`src/rtl/mips_multicycle_ctrl.sv`:
```
// Moore control FSM for the multicycle MIPS datapath.
// Only the FETCH load strobes look at mem_ready; every other output depends on state and op_q alone.
module mips_multicycle_ctrl #(
    parameter bit MEM_HANDSHAKE = 1'b1
) (
    input  logic       clk,
    input  logic       reset_n,
    input  logic [5:0] op,
    input  logic       mem_ready,
    output logic       iord,
    output logic       memread,
    output logic       memwrite,
    output logic       irwrite,
    output logic       pcwrite,
    output logic       pcwritecond,
    output logic [1:0] pcsrc,
    output logic       alusrca,
    output logic [1:0] alusrcb,
    output logic [1:0] aluop,
    output logic       extop,
    output logic       regdst,
    output logic       memtoreg,
    output logic       regwrite,
    output logic       illegal_op,
    output logic [3:0] state
);
    typedef enum logic [3:0] {
        S_IDLE = 4'd0, S_FETCH = 4'd1, S_DECODE = 4'd2, S_MEMADR = 4'd3,
        S_MEMRD = 4'd4, S_MEMWB = 4'd5, S_MEMWR = 4'd6, S_EXEC = 4'd7,
        S_ALUWB = 4'd8, S_BRANCH = 4'd9, S_IEXEC = 4'd10, S_IWB = 4'd11,
        S_JUMP = 4'd12, S_TRAP = 4'd13
    } state_t;

    localparam logic [5:0] OP_R    = 6'b000000;
    localparam logic [5:0] OP_LW   = 6'b100011;
    localparam logic [5:0] OP_SW   = 6'b101011;
    localparam logic [5:0] OP_BEQ  = 6'b000100;
    localparam logic [5:0] OP_ADDI = 6'b001000;
    localparam logic [5:0] OP_ANDI = 6'b001100;
    localparam logic [5:0] OP_ORI  = 6'b001101;
    localparam logic [5:0] OP_J    = 6'b000010;

    state_t     cur, nxt;
    logic [5:0] op_q;
    logic       rdy;

    assign rdy   = MEM_HANDSHAKE ? mem_ready : 1'b1;
    assign state = cur;

    always_ff @(posedge clk or negedge reset_n) begin
        if (!reset_n) begin
            cur  <= S_IDLE;
            op_q <= 6'd0;
        end else begin
            cur <= nxt;
            if (cur == S_DECODE) op_q <= op;
        end
    end

    // DECODE dispatches on the live opcode; op_q only becomes valid afterwards
    always_comb begin
        nxt = S_IDLE;
        case (cur)
            S_IDLE:   nxt = S_FETCH;
            S_FETCH:  nxt = rdy ? S_DECODE : S_FETCH;
            S_DECODE: begin
                case (op)
                    OP_R:                     nxt = S_EXEC;
                    OP_LW, OP_SW:             nxt = S_MEMADR;
                    OP_BEQ:                   nxt = S_BRANCH;
                    OP_ADDI, OP_ANDI, OP_ORI: nxt = S_IEXEC;
                    OP_J:                     nxt = S_JUMP;
                    default:                  nxt = S_TRAP;
                endcase
            end
            S_MEMADR: nxt = (op_q == OP_SW) ? S_MEMWR : S_MEMRD;
            S_MEMRD:  nxt = rdy ? S_MEMWB : S_MEMRD;
            S_MEMWB:  nxt = S_FETCH;
            S_MEMWR:  nxt = rdy ? S_FETCH : S_MEMWR;
            S_EXEC:   nxt = S_ALUWB;
            S_ALUWB:  nxt = S_FETCH;
            S_BRANCH: nxt = S_FETCH;
            S_IEXEC:  nxt = S_IWB;
            S_IWB:    nxt = S_FETCH;
            S_JUMP:   nxt = S_FETCH;
            S_TRAP:   nxt = S_TRAP;
            default:  nxt = S_IDLE;
        endcase
    end

    always_comb begin
        iord = 1'b0; memread = 1'b0; memwrite = 1'b0; irwrite = 1'b0;
        pcwrite = 1'b0; pcwritecond = 1'b0; pcsrc = 2'b00; alusrca = 1'b0;
        alusrcb = 2'b00; aluop = 2'b00; extop = 1'b0; regdst = 1'b0;
        memtoreg = 1'b0; regwrite = 1'b0; illegal_op = 1'b0;
        case (cur)
            S_FETCH: begin
                memread = 1'b1; alusrcb = 2'b01;
                irwrite = rdy;  pcwrite = rdy;
            end
            S_DECODE: begin alusrcb = 2'b11; extop = 1'b1; end
            S_MEMADR: begin alusrca = 1'b1; alusrcb = 2'b10; extop = 1'b1; end
            S_MEMRD:  begin iord = 1'b1; memread = 1'b1; end
            S_MEMWB:  begin regwrite = 1'b1; memtoreg = 1'b1; end
            S_MEMWR:  begin iord = 1'b1; memwrite = 1'b1; end
            S_EXEC:   begin alusrca = 1'b1; aluop = 2'b10; end
            S_ALUWB:  begin regwrite = 1'b1; regdst = 1'b1; end
            S_BRANCH: begin
                alusrca = 1'b1; aluop = 2'b01; pcwritecond = 1'b1; pcsrc = 2'b01;
            end
            S_IEXEC: begin
                alusrca = 1'b1; alusrcb = 2'b10;
                if (op_q == OP_ADDI) begin
                    aluop = 2'b00; extop = 1'b1;
                end else begin
                    aluop = 2'b11; extop = 1'b0;
                end
            end
            S_IWB:    regwrite = 1'b1;
            S_JUMP:   begin pcwrite = 1'b1; pcsrc = 2'b10; end
            S_TRAP:   illegal_op = 1'b1;
            default:  ;
        endcase
    end
endmodule
```
`config.mk`:
```
export PLATFORM = sky130hd
export DESIGN_NAME = mips_multicycle_ctrl
export DESIGN_NICKNAME = d
export VERILOG_FILES = /design/src/rtl/mips_multicycle_ctrl.sv
export SDC_FILE = /design/constraint.sdc
export NUM_CORES = 1
export LEC_CHECK = 0
export ABC_AREA = 1
export ABC_CLOCK_PERIOD_IN_PS = 3500
export CORE_MARGIN = 5
export CORE_UTILIZATION = 45
export DETAILED_ROUTE_END_ITERATION = 6
export MAX_ROUTING_LAYER = met4
export PLACE_DENSITY = 0.93
export SETUP_SLACK_MARGIN = 0.5
export SLEW_MARGIN = 30
export SYNTH_ARGS = -nofsm -noshare
export SYNTH_HDL_FRONTEND = slang
export SYNTH_SLANG_ARGS = --single-unit
```
`constraint.sdc`:
```
create_clock -name clk -period 3.5 [get_ports clk]
set_input_delay 0.525 -clock clk [delete_from_list [all_inputs] [get_ports clk]]
set_output_delay 0.525 -clock clk [all_outputs]
set_load 0.1 [all_outputs]
```
==> results.yml, run 1 <==
status:
  outcome: "completed"
synth:
  yosys_register_bits: 10
  avgSynthCellArea_sq_um: 6.22
  syn_area_sq_um: 777
  yosysSeqAreaShare: 0.322
  synth_cells: 125
  ys_warn_count: 0
  ys_types: 19
  syn_nets: 134
routing:
  routed_via_density: 5.22
  ant_nets: 0
  first_iter_violations: 18
  drc: 0
  wire_per_inst_um: 12.3
  first_pass_iters: 4
  vias: 914
  wl_um: 2150
critical_path:
  critPathTopFamily: "buffers and inverters"
  slowest_delay_ns: 1.19
  crit_fanout: 7
  critPathKind: "flop to output pin"
  path_cells: "clkdlybuf4s50_1"
  cpMaxStageDelayCell: "clkdlybuf4s50_1"
  cp_num_buf_inv: 1
  cp.required_ns: 2.97
  critPathArrivalTime_ns: 1.96
  worstSetupStartpointType: "flop"
  cp-end-kind: "output pin"
finish:
  final_cell_mix: "30 x nand2_1, 21 x inv_1, 18 x buf_4"
  mostFrequentLayoutCell: "nand2_1"
  nets: 168
  drive_gt1_frac: 0.285
  antenna_cells: 0
  area_delta_synth_final_pct: 43.5
clock_tree:
  htree_levels: 1
  clkTransAtPathRegs_ns: 0.07
  postCtsResizedCells: 0
  clk_path_buf_depth: 2
  numCtsBuffers: 3
  cts_setup_buffers: 0
  cts_tree: "built"
  root_buffer: "clkbuf_4"
  clk_latency_ns: 0.27
  cts.sinks: 10
  cts_hold_buf: 0
floorplanning:
  fp.dieW_um: 51.6
  die_h_um: 51.6
  std_cell_rows: 15
  start_util: 0.460
  die-area_sq_mm: 0.00266
  coreArea_sq_mm: 0.00169
  num_io_pins: 31
global_routing:
  grt_remaining_overflow: 0
  grt_use_total: 0.176
  gr-max-usage-layer: "met2"
  grt_pass1_wl_um: 3550
  use_met3: 0.0143
  grt_pass1_vias: 873
  grt_max_degree: 11
  antenna_found_initial: 0
  use_met2: 0.311
  use_met1: 0.201
placement:
  dp_hpwl_um: 1820
  routabilityCongestion: 0.928
  io_buffers: 30
run:
  drv_cap: 0
sta:
  finalCritPeriodShare: 0.710
  max_freq_mhz: 402
  maxSlewViolCount: 0
  period_needed_ns: 2.48
  slew_headroom: 0.354
  setup_violations: 0
  hold_viol: 0
  rsz0062_at_grt: "false"
  tns_ns: 0
  skew_ns: 0.00246
  tightest_slew_ns: 0.967
hold_path:
  hold_class: "flop to flop"
-- Yosys cell counts --
master / count / area share
o21ai_2: 1 / 0.011
dfrtp_1: 10 / 0.32
nor3_1: 2 / 0.013
inv_2: 4 / 0.019
o21ai_0: 4 / 0.026
nand2_1: 30 / 0.14
o21ai_1: 5 / 0.032
buf_4: 1 / 0.0097
nor4_1: 1 / 0.0081
nor2_2: 4 / 0.032
nand4_1: 2 / 0.016
and2_1: 1 / 0.0081
nor2_4: 3 / 0.043
nand2_2: 2 / 0.016
inv_1: 21 / 0.10
nand3_1: 15 / 0.097
o21bai_1: 1 / 0.0097
nor2_1: 16 / 0.077
a21oi_1: 2 / 0.013
-- per-layer routing --
layer  vias to the layer above  part of all wire
met4                         0             0.027
li1                        456                 -
met1                       413              0.38
met3                         8             0.069
met2                        37              0.52
met5                         -                 0
-- path summary, 6_finish.rpt --
check                      cells past startpoint  slack, ns           startpoint                   to
min                                            2       0.53  op_q[0]$_DFFE_PN0P_  op_q[0]$_DFFE_PN0P_
min in group asynchronous                      1       0.58              reset_n  op_q[0]$_DFFE_PN0P_
max                                            1       1.02   state[1]$_DFF_PN0_             state[1]
min reg2reg                                    2       0.53  op_q[0]$_DFFE_PN0P_  op_q[0]$_DFFE_PN0P_
max reg2reg                                    6       2.20   state[3]$_DFF_PN0_  op_q[1]$_DFFE_PN0P_
max in group asynchronous                      1       2.57              reset_n   state[3]$_DFF_PN0_
-- cells by family (layout without fill, tap and decap cells) --
kind of cell	after synthesis	count (layout)	share of synthesized area
AOI/OAI and AO/OA	13	13	0.0918
buffers and inverters	26	59	0.130
DFF	10	10	0.322
and+or+nand+nor	76	76	0.456
-- through the flow --
stage | util | std cells | hold WS (ns) | instance area (sq um) | setup WS [ns]
final | 0.660 | 175 | 0.526 | 1110 | 1.02
after global routing | 0.660 | 175 | 0.562 | 1110 | 0.948
after CTS | 0.660 | 175 | 0.524 | 1110 | 1.01
after detailed placement | 0.639 | 171 | 0.505 | 1080 | 1.31
after global placement | 0.639 | 171 | 0.502 | 1080 | 1.34
after floorplan | - | 125 | 0.229 | 810 | 0.474
-- cell type report --
cell class / instances / area [sq um]
clock buffer: 4 / 36.3
multi-input combinational: 89 / 454
inverter: 25 / 93.8
timing repair buffer: 30 / 255
tap: 17 / 21.3
fill: 151 / 574
sequential: 10 / 254
-- registers in the layout (all words and copies together), names as in the netlist --
register / flops
op_q: 6
state: 4
Power of run 1 is not shown: default switching activity piles up to over one toggle a cycle in this logic, so the estimate is an artifact.
==> run 2, diff against run 1 <==
--- a/config.mk
+++ b/config.mk
@@ -6,12 +6,12 @@
 export NUM_CORES = 1
 export LEC_CHECK = 0
 export ABC_AREA = 1
-export ABC_CLOCK_PERIOD_IN_PS = 3500
+export ABC_CLOCK_PERIOD_IN_PS = 2590
 export CORE_MARGIN = 5
-export CORE_UTILIZATION = 45
+export CORE_UTILIZATION = 42
 export DETAILED_ROUTE_END_ITERATION = 6
 export MAX_ROUTING_LAYER = met4
-export PLACE_DENSITY = 0.93
+export PLACE_DENSITY = 0.88
 export SETUP_SLACK_MARGIN = 0.5
 export SLEW_MARGIN = 30
 export SYNTH_ARGS = -nofsm -noshare
==> constraint.sdc (replaced) <==
create_clock -name clk -period 2.59 [get_ports clk]
set_input_delay 0.3885 -clock clk [delete_from_list [all_inputs] [get_ports clk]]
set_output_delay 0.3885 -clock clk [all_outputs]
set_load 0.1 [all_outputs]
==> results.yml, run 2 (same netlist as run 1, synthesis figures left out) <==
finish:
  area_delta_synth_final_pct: 71.5
  drive_gt1_frac: 0.404
  fillers: 135
  mostFrequentLayoutCell: "nand2_1"
  final_cell_mix: "22 x nand2_1, 17 x inv_1, 16 x buf_4"
  antenna_cells: 0
  regMostFlops: "op_q"
  largest_reg_flops: 6
  nets: 171
sta:
  skew_ns: 0.00511
  setup_violations: 0
  tns_ns: 0
  maxSlewViolCount: 0
  slew_headroom: 0.697
  period_needed_ns: 2.04
  finalCritPeriodShare: 0.787
  hold_viol: 0
  max_freq_mhz: 491
  rsz0062_at_grt: "true"
  tightest_slew_ns: 0.453
status:
  outcome: "completed"
floorplanning:
  fp.dieW_um: 53.0
  start_util: 0.445
  die_h_um: 53.0
  num_io_pins: 31
  coreArea_sq_mm: 0.00175
  std_cell_rows: 15
  die-area_sq_mm: 0.00281
routing:
  wire_per_inst_um: 13.9
  first_pass_iters: 4
  routed_via_density: 5.11
  ant_nets: 0
  vias: 951
  drc: 0
  first_iter_violations: 35
  wl_um: 2590
critical_path:
  r2r_slack_ns: 1.16
  reg2reg_depth: 5
  slowest_delay_ns: 0.52
  critPathKind: "flop to output pin"
  crit_path_frequent_cell: "nor2_4"
  rr_endpoint: "state[1]$_DFF_PN0_"
  cp.required_ns: 2.20
  crit_fanout: 9
  cp-end-kind: "output pin"
  worstSetupStartpointType: "flop"
  r2r_start: "state[3]$_DFF_PN0_"
  critPathArrivalTime_ns: 1.65
  path_cells: "nor2_4 -> inv_1 -> nor2_4 -> inv_2 -> nand2_2 -> buf_12"
  cpMaxStageDelayCell: "dfrtp_4"
placement:
  io_buffers: 30
  routabilityCongestion: 0.851
  dp_hpwl_um: 2140
hold_path:
  hold_class: "primary input to asynchronous set/reset pin"
global_routing:
  antenna_found_initial: 0
  grt_pass1_vias: 971
  grt_remaining_overflow: 0
  grt_max_degree: 11
  grt_use_total: 0.213
  grt_pass1_wl_um: 4170
clock_tree:
  cts_hold_buf: 0
  root_buffer: "clkbuf_4"
  numCtsBuffers: 3
  clk_latency_ns: 0.26
  htree_levels: 1
  clkTransAtPathRegs_ns: 0.06
  clk_path_buf_depth: 2
  cts.sinks: 10
  cts_tree: "built"
run:
  drv_cap: 0
run 2: cell count changes in the layout (fill, tap and decap cells not counted), sizes merged:
cell,delta
buf,+7
clkdlybuf4s50,-4
clkinvlp,+1
inv,-1
run 2: worst max-delay path by stage:
| stage | startpoint | end | cells past startpoint |
|---|---|---|---|
| 2_1_floorplan | state[0]$_DFF_PN0_ | alusrca | 6 |
| 3_3_place_gp | mem_ready | irwrite | 4 |
| 3_5_place_dp | state[2]$_DFF_PN0_ | aluop[1] | 6 |
| 4_1_cts | state[3]$_DFF_PN0_ | alusrcb[0] | 6 |
| 5_1_grt | state[3]$_DFF_PN0_ | alusrcb[0] | 6 |
| 6_report | state[3]$_DFF_PN0_ | alusrcb[0] | 6 |
run 2: metal layers:
metal	part of all wire	global-route usage	up-vias
li1	-	-	464
met1	0.40	0.225	444
met2	0.52	0.376	37
met3	0.054	0.0451	6
met4	0.019	0.0979	0
met5	0	-	-
run 2: area by class of cell:
cell class	instances	area (sq um)	area share
Timing Repair Buffer	33	372	0.279
Multi-Input combinational cell	89	536	0.402
Tap cell	25	31.3	0.0235
Clock buffer	4	26.3	0.0197
Sequential cell	10	265	0.199
Inverter	25	103	0.0770
run 2: repair_timing:
action / 4_1_cts / 5_1_grt
resized for setup: 3 / 3
pin swaps: 0 / 5
cloned: 0 / 0
endpoints found under the setup margin: 3 / 4
buffers inserted: 0 / 3
run 2: stage by stage:
step           setup slack (ns)   util  area [sq um]  hold WS [ns]  std cells
2_1_floorplan             0.322      -           896        0.0929        125
3_3_place_gp              0.768  0.725          1260         0.493        179
3_5_place_dp              0.697  0.725          1260         0.524        179
4_1_cts                   0.513  0.746          1300         0.440        183
5_1_grt                   0.481  0.763          1330         0.463        186
6_report                  0.551  0.763          1330         0.439        186
run 2: worst max-delay path: cells and delay by family, from the launching register on:
kind | cells | cell delay [ns]
AND/OR/NAND/NOR | 3 | 0.47
flip-flops | 1 | 0.52
buffers and inverters | 3 | 0.39
Power of run 2 is left out for the same reason.
==> run 3, diff against run 2 <==
--- a/config.mk
+++ b/config.mk
@@ -6,12 +6,12 @@
 export NUM_CORES = 1
 export LEC_CHECK = 0
 export ABC_AREA = 1
-export ABC_CLOCK_PERIOD_IN_PS = 2590
+export ABC_CLOCK_PERIOD_IN_PS = 1800
 export CORE_MARGIN = 5
-export CORE_UTILIZATION = 42
+export CORE_UTILIZATION = 38
 export DETAILED_ROUTE_END_ITERATION = 6
 export MAX_ROUTING_LAYER = met4
-export PLACE_DENSITY = 0.88
+export PLACE_DENSITY = 0.84
 export SETUP_SLACK_MARGIN = 0.5
 export SLEW_MARGIN = 30
 export SYNTH_ARGS = -nofsm -noshare
==> constraint.sdc (replaced) <==
create_clock -name clk -period 1.8 [get_ports clk]
set_input_delay 0.27 -clock clk [delete_from_list [all_inputs] [get_ports clk]]
set_output_delay 0.27 -clock clk [all_outputs]
set_load 0.1 [all_outputs]
==> results.yml, run 3 <==
placement:
  dp_hpwl_um: 2410
  place_ws_ns: 0.152
  routabilityCongestion: 0.907
  io_buffers: 30
synth:
  synth_top_area_cell: "dfrtp_1"
  synth_top_area_share: 0.322
  synthArstFlopShare: 1.00
  ys_types: 19
  synth_most_common_cell: "nand2_1"
  synth_top_family_by_area: "simple AND/OR/NAND/NOR gates"
  yosys.area_share.simple: 0.456
  syn_area_sq_um: 777
  yosysSeqAreaShare: 0.322
  avgSynthCellArea_sq_um: 6.22
  synth_compound_area_frac: 0.0918
  synth_edf_count: 0
  ys_warn_count: 0
  synthTopCellsByCount: "30 x nand2_1, 21 x inv_1, 16 x nor2_1"
  synth_mux_area_frac: 0
  yosys_register_bits: 10
  synth.area.top_cells: "dfrtp_1 32%, nand2_1 14%, inv_1 10%"
  ys.flop_type: "dfrtp_1"
  synth_fa_ha_area_frac: 0
  synth_xor_xnor_area_share: 0
  syn_nets: 134
  synth_cells: 125
status:
  first-error: "[ERROR DPL-0038] Utilization greater than 100%, impossible to legalize"
  outcome: "stopped before the end"
  stop_stage: "global routing (5_1_grt)"
floorplanning:
  die_h_um: 55.2
  fp.dieW_um: 55.2
  num_io_pins: 31
  std_cell_rows: 16
  start_util: 0.396
clock_tree:
  cts_hold_buf: 0
  clk_path_buf_depth: 2
  root_buffer: "clkbuf_4"
  numCtsBuffers: 3
  cts.sinks: 10
  htree_levels: 1
sta:
  worst_endpoint_kind: "output port"
  crit_endpoint: "aluop[1]"
global_routing:
  grt_max_degree: 11
run 3: cell counts after synthesis:
Identical to the previous run, type by type.
run 3: logic make-up after synthesis:
| family | Yosys count |
|---|---|
| AO/OA/AOI/OAI | 13 |
| flip-flops | 10 |
| AND/OR/NAND/NOR | 76 |
| buffers and inverters | 26 |
run 3: timing repair:
action                                  in CTS
resized for setup                           38
buffers inserted                            20
pin swaps                                   18
endpoints found under the setup margin      23
run 3: stage by stage:
stage               cells  cell area, sq um
CTS                   207              1900
detailed placement    183              1560
global placement      183              1560
floorplan             125               993
==> run 4, diff against run 3 <==
==> config.mk (replaced) <==
export PLATFORM = sky130hd
export DESIGN_NAME = mips_multicycle_ctrl
export DESIGN_NICKNAME = d
export VERILOG_FILES = /design/src/rtl/mips_multicycle_ctrl.sv
export SDC_FILE = /design/constraint.sdc
export NUM_CORES = 1
export LEC_CHECK = 0
export ABC_AREA = 1
export ABC_CLOCK_PERIOD_IN_PS = 2300
export CORE_AREA = 5 5 66 68
export DETAILED_ROUTE_END_ITERATION = 6
export DIE_AREA = 0 0 71 73
export PLACE_DENSITY_LB_ADDON = 0.15
export SLEW_MARGIN = 30
export SYNTH_ARGS = -nofsm -noshare
export SYNTH_HDL_FRONTEND = slang
export SYNTH_SLANG_ARGS = --single-unit
==> constraint.sdc (replaced) <==
create_clock -name clk -period 2.3 [get_ports clk]
set_input_delay 0.345 -clock clk [delete_from_list [all_inputs] [get_ports clk]]
set_output_delay 0.345 -clock clk [all_outputs]
set_load 0.1 [all_outputs]
==> results.yml, run 4 (same netlist as run 1, synthesis figures left out) <==
status:
  outcome: "completed"
critical_path:
  cp-end-kind: "output pin"
  cpMaxStageDelayCell: "dfrtp_4"
  slowest_delay_ns: 0.50
  critPathKind: "flop to output pin"
  crit_fanout: 5
  path_cells: "inv_1 -> nand2_1 -> nor2_2 -> nand2_1 -> nand2_1 -> buf_12"
  critPathTopFamily: "simple AND/OR/NAND/NOR gates"
  crit_path_frequent_cell: "nand2_1"
  reg2reg_depth: 4
  cp_num_buf_inv: 2
  critPathArrivalTime_ns: 1.74
  worstSetupStartpointType: "flop"
  cp.required_ns: 1.96
  worst-path-stages: 6
sta:
  setup_violations: 0
  max_freq_mhz: 479
  period_needed_ns: 2.09
  finalCritPeriodShare: 0.907
  tightest_slew_ns: 0.456
  tns_ns: 0
  rsz0062_at_grt: "false"
  maxSlewViolCount: 0
  hold_viol: 0
  skew_ns: 0.00237
  slew_headroom: 0.695
routing:
  vias: 869
  wl_um: 2210
  wire_per_inst_um: 10.6
  met1Wirelength_um: 1000
  ant_nets: 0
  first_pass_iters: 4
  drc: 0
  first_iter_violations: 28
  dr_wl_met3_um: 122
  met2_length_um: 1060
  routed_via_density: 4.18
  top_layer: "met4"
run:
  drv_cap: 0
global_routing:
  grt_remaining_overflow: 0
  antenna_found_initial: 0
  grt_pass1_vias: 885
  grt_pass1_wl_um: 3940
  grt_use_total: 0.0918
  grt_max_degree: 11
finish:
  regMostFlops: "op_q"
  final_cell_mix: "29 x nand2_1, 19 x inv_1, 18 x buf_12"
  area_delta_synth_final_pct: 85.2
  nets: 168
  fillers: 410
  drive_gt1_frac: 0.342
  antenna_cells: 0
  largest_reg_flops: 6
  mostFrequentLayoutCell: "nand2_1"
placement:
  dp_hpwl_um: 1980
  io_buffers: 30
  routabilityCongestion: 0.755
floorplanning:
  std_cell_rows: 23
  die_h_um: 73
  start_util: 0.205
  fp.dieW_um: 71
  coreArea_sq_mm: 0.00380
  die-area_sq_mm: 0.00518
  num_io_pins: 31
clock_tree:
  clk_path_buf_depth: 2
  htree_levels: 1
  numCtsBuffers: 3
  root_buffer: "clkbuf_8"
  clk_latency_ns: 0.23
  postCtsResizedCells: 0
  clkTransAtPathRegs_ns: 0.05
  cts_tree: "built"
  cts.sinks: 10
  cts_hold_buf: 0
  cts_setup_buffers: 0
hold_path:
  hold_class: "primary input to asynchronous set/reset pin"
[run 4: worst paths after layout]
check                                     from                   to  slack (ns)
min in group clk           op_q[3]$_DFFE_PN0P_  op_q[3]$_DFFE_PN0P_        0.51
hold / removal                         reset_n  op_q[4]$_DFFE_PN0P_        0.43
setup reg to reg            state[3]$_DFF_PN0_   state[3]$_DFF_PN0_        0.91
setup / recovery            state[2]$_DFF_PN0_             aluop[1]        0.21
max in group asynchronous              reset_n   state[3]$_DFF_PN0_        1.51
hold reg to reg            op_q[3]$_DFFE_PN0P_  op_q[3]$_DFFE_PN0P_        0.51
[run 4: per-layer routing]
metal	global-route usage	up-vias
li1	-	458
met1	0.121	386
met2	0.151	23
met3	0.0165	2
met4	0.0313	0
met5	0	-
[run 4: through the flow]
stage / setup slack [ns] / hold WS [ns] / util / area (sq um) / cells
after CTS: 0.197 / 0.450 / 0.379 / 1440 / 208
final: 0.214 / 0.434 / 0.379 / 1440 / 208
after detailed placement: 0.445 / 0.516 / 0.364 / 1380 / 204
after floorplan: 0.00350 / 0.0494 / - / 858 / 125
after global routing: 0.0969 / 0.480 / 0.379 / 1440 / 208
after global placement: 0.483 / 0.499 / 0.364 / 1380 / 204
[run 4: layout make-up]
class                      count  area, sq um  area share
inverter                      25         97.6      0.0678
multi-input combinational     89          490       0.341
clock buffer                   4         55.1      0.0383
sequential                    10          263       0.183
tap                           50         62.6      0.0435
timing repair buffer          30          470       0.327
[run 4: worst register-to-register path, stage by stage, from the launching register on]
cell and delay, ns:
dfrtp_4 0.50, nand2_1 0.24, nor2_2 0.12, nor2_1 0.28, nand3_1 0.12
Power of run 4 is left out for the same reason.
==> RTL change 1, RTL diff (settings of run 4) <==
Set the parameter `MEM_HANDSHAKE` to 1'b0 (it was 1'b1).
--- a/src/rtl/mips_multicycle_ctrl.sv
+++ b/src/rtl/mips_multicycle_ctrl.sv
@@ -1,7 +1,7 @@
 // Moore control FSM for the multicycle MIPS datapath.
 // Only the FETCH load strobes look at mem_ready; every other output depends on state and op_q alone.
 module mips_multicycle_ctrl #(
-    parameter bit MEM_HANDSHAKE = 1'b1
+    parameter bit MEM_HANDSHAKE = 1'b0
 ) (
     input  logic       clk,
     input  logic       reset_n,
Check against the original RTL: not equivalent (Yosys sat finds a counterexample within 4 cycles, from zero or initial values and one cycle with reset_n low).
==> RTL change 1 against run 4 <==
- design area decreased by 2.2%
- clock skew decreased by 0.0016 ns
- via count decreased by 5.9%
- setup slack improved by 0.020 ns
- first-iteration DRC count decreased by 25%
- area after synthesis decreased by 7.7%
- wire length decreased by 3.8%
- sequential cell count unchanged
- highest routed layer unchanged
Power is left out: the tool's default activity adds up to more than one toggle a clock period on the data nets, which glitch-free logic cannot reach.
==> RTL change 1: results <==
[detailed_routing]
wl_met3_um = 83
drtIter0Drc = 21
num_vias = 818
routed-wl-met2_um = 1060
met1_length_um = 955
wl_per_cell_um = 11.0
vias_per_cell = 4.22
dr.max_layer_used = "met4"

[finish]
fillers = 396
drive_above_1_share_pct = 41.0
antenna_cells = 0
finalNetCount = 154
multiInputGateArea_um2 = 497

[synth]
synthAdderAreaFrac_pct = 0
synthTopCellsByArea = "dfrtp_1 35%, nand2_1 15%, nor2_1 12%, inv_1 8.4%, nand3_1 6.3%"
post_synth.cell_area_avg_um2 = 6.34
synth_compound_area_share_pct = 9.25
ys_types = 20
synth_commonest_cells = "28 x nand2_1, 22 x nor2_1, 16 x inv_1"
synthXorXnorAreaFrac_pct = 0
syn-num-nets = 122
synth.most_common_cell = "nand2_1"
seq_area_frac_synth_pct = 34.9

[timing]
finalClockSkew_ns = 0.000725
max_slew_margin_pct = 71.4

[global_routing]
grt_pass1_vias = 859
grtUsageTotal_pct = 9.09
grt_pass1_wl_um = 3860

[placed_design]
dp_cells = 190
gp_congestion = 0.823
numPortBuffers = 29
dp_worst_setup_slack_ns = 0.485
dp.final_hpwl_um = 1840

[clocking]
cts_max_level = 1
post_cts_buffers = 0
clk_latency_ns = 0.23

[worst_hold_path]
hp-class = "in2async"

[run_status]
status = "finished, final reports clean"

[setup_path]
crit_arrival_ns = 1.72
[RTL change 1: changes by cell type after synthesis, moves of 2 or more]
cell and delta:
nor2_2 -2, nor2_1 +6, o21ai_0 +2, inv_2 -2
nand2_1 -2, o21ai_1 -2, nor3_1 +2, nand3_1 -6
nor2_4 -3, inv_1 -5
[RTL change 1: logic make-up after synthesis]
family | count (synthesis)
buf+inv | 20
compound gates | 12
flops | 10
simple gates | 71
[RTL change 1: worst max-delay path: cells and delay by family, from the launching register on]
family | cells | cell delay, ns
flops | 1 | 0.50
buf+inv | 3 | 0.41
simple gates | 3 | 0.30
compound gates | 1 | 0.29
[RTL change 1: final timing paths]
| kind | start | to | slack [ns] | cells past startpoint |
|---|---|---|---|---|
| worst max-delay path | state[3] | alusrca | 0.23 | 7 |
| worst min-delay path | reset_n | op_q[3] | 0.42 | 1 |
| worst max register to register | state[3] | state[3] | 0.88 | 6 |
| worst min register to register | op_q[2] | op_q[2] | 0.49 | 2 |
| max in group asynchronous | reset_n | state[3] | 1.54 | 1 |
| min in group clk | op_q[2] | op_q[2] | 0.49 | 2 |
[RTL change 1: metrics by stage]
stage / util (%) / area, um^2 / TNS (ns)
floorplan: - / 852 / -0.319
global route: 37.1 / 1410 / 0
finish: 37.1 / 1410 / 0
global placement: 35.6 / 1350 / 0
detailed placement: 35.6 / 1350 / 0
CTS: 37.1 / 1410 / 0
[RTL change 1: layout make-up]
class | instances | share of cell area (%)
Tap cell | 50 | 4.44
Clock buffer | 4 | 3.91
Sequential cell | 10 | 18.8
Inverter | 18 | 4.80
Multi-Input combinational cell | 83 | 35.3
Timing Repair Buffer | 29 | 32.7
[RTL change 1: metal layers]
layer  vias to the layer above  global-route usage, %
met5                         -                      0
met4                         0                   3.34
met3                         2                   2.20
met2                        17                   14.9
met1                       380                   11.6
li1                        419                      -
==> RTL change 2, RTL diff (flow settings as in run 4) <==
Without the edit above. Reset style: synchronous (`reset_n`), changed in one clocked block.
--- a/src/rtl/mips_multicycle_ctrl.sv
+++ b/src/rtl/mips_multicycle_ctrl.sv
@@ -47,7 +47,7 @@
     assign rdy   = MEM_HANDSHAKE ? mem_ready : 1'b1;
     assign state = cur;
 
-    always_ff @(posedge clk or negedge reset_n) begin
+    always_ff @(posedge clk) begin
         if (!reset_n) begin
             cur  <= S_IDLE;
             op_q <= 6'd0;
Behaviour: differs if reset_n is asserted again (counterexample within 4 cycles, from zero or initial values and one cycle with reset_n low); with reset_n held inactive, the same outputs for 10 cycles.
==> RTL change 2 against run 4 <==
- fmax grew 13%
- wire length rose by 5.5%
- synthesized cell count is 14% higher
- design area is 8.5% lower
- area after synthesis is 6.4% higher
- setup slack improved by 0.24 ns
- critical path depth is the same
- sequential cell count did not move
- die area unchanged
- count of clock-buffer cells in the layout is the same
- critical path type unchanged
==> RTL change 2: results <==
[detailed_routing]
routed-wl-met2_um = 1060
drtIter0Drc = 36
met1_length_um = 1080
wl_met3_um = 144
drt_wl_total_um = 2330
num_vias = 941

[setup_path]
crit_arrival_ns = 1.50
critPathMaxStageDelay_ns = 0.42
r2r-end = "state[0]"
slowest_stage = "dfxtp_2"
endpoint = "regwrite"
crit_fanout = 7
cp-startpoint = "state[1]"
critPathTopFamily = "buffers and inverters"
r2r-start = "state[1]"
r2r_cells = 7

[placed_design]
dp_worst_setup_slack_ns = 0.625
dp.final_hpwl_um = 2050
gp_congestion = 0.850
dp_cells = 221
dpl-instance-area_um2 = 1260

[timing]
hold_slack_ns = 0.495
finalClockSkew_ns = 0.00373
max_slew_margin_pct = 75.8

[global_routing]
grt_pass1_wl_um = 4040
grtUsageTotal_pct = 9.64
grt_pass1_vias = 922
grt_max_degree = 19

[synth]
synth_flop_cell = "dfxtp_1"
synthTopCellsByArea = "dfxtp_1 24%, nand2_1 15%, nor2_1 12%, nand3_1 10%, inv_1 10%"
seq_area_frac_synth_pct = 24.2
synth_commonest_cells = "32 x nand2_1, 27 x nor2_1, 22 x inv_1"
ys_types = 20
syn-num-nets = 152
synthArstFlopShare_pct = 0
synth_compound_area_share_pct = 11.2

[finish]
fin_util_pct = 34.7
drive_above_1_share_pct = 31.4
finalNetCount = 185
fillers = 457

[worst_hold_path]
hp-class = "reg2reg"

[run_status]
status = "finished, final reports clean"
[RTL change 2: changes by cell type in the layout (fill, tap and decap cells not counted), moves of 6 or more]
cell,change
buf_12,-10
dfxtp_1,+6
buf_4,+10
dfrtp_1,-6
nor2_1,+10
[RTL change 2: final cells by class]
| type | instances | area share, % |
|---|---|---|
| Inverter | 26 | 7.89 |
| Sequential cell | 10 | 16.0 |
| Multi-Input combinational cell | 105 | 41.0 |
| Timing Repair Buffer | 30 | 26.2 |
| Clock buffer | 4 | 4.18 |
| Tap cell | 50 | 4.75 |
[RTL change 2: metal layers]
| metal | global-route usage (%) | vias to the layer above |
|---|---|---|
| li1 | - | 511 |
| met1 | 11.8 | 391 |
| met2 | 16.0 | 33 |
| met3 | 2.75 | 6 |
| met4 | 3.76 | 0 |
| met5 | 0 | - |
[RTL change 2: cells by family after synthesis]
family,after synthesis
and+or+nand+nor,90
DFF,10
AOI/OAI and AO/OA,15
buffers and inverters,28
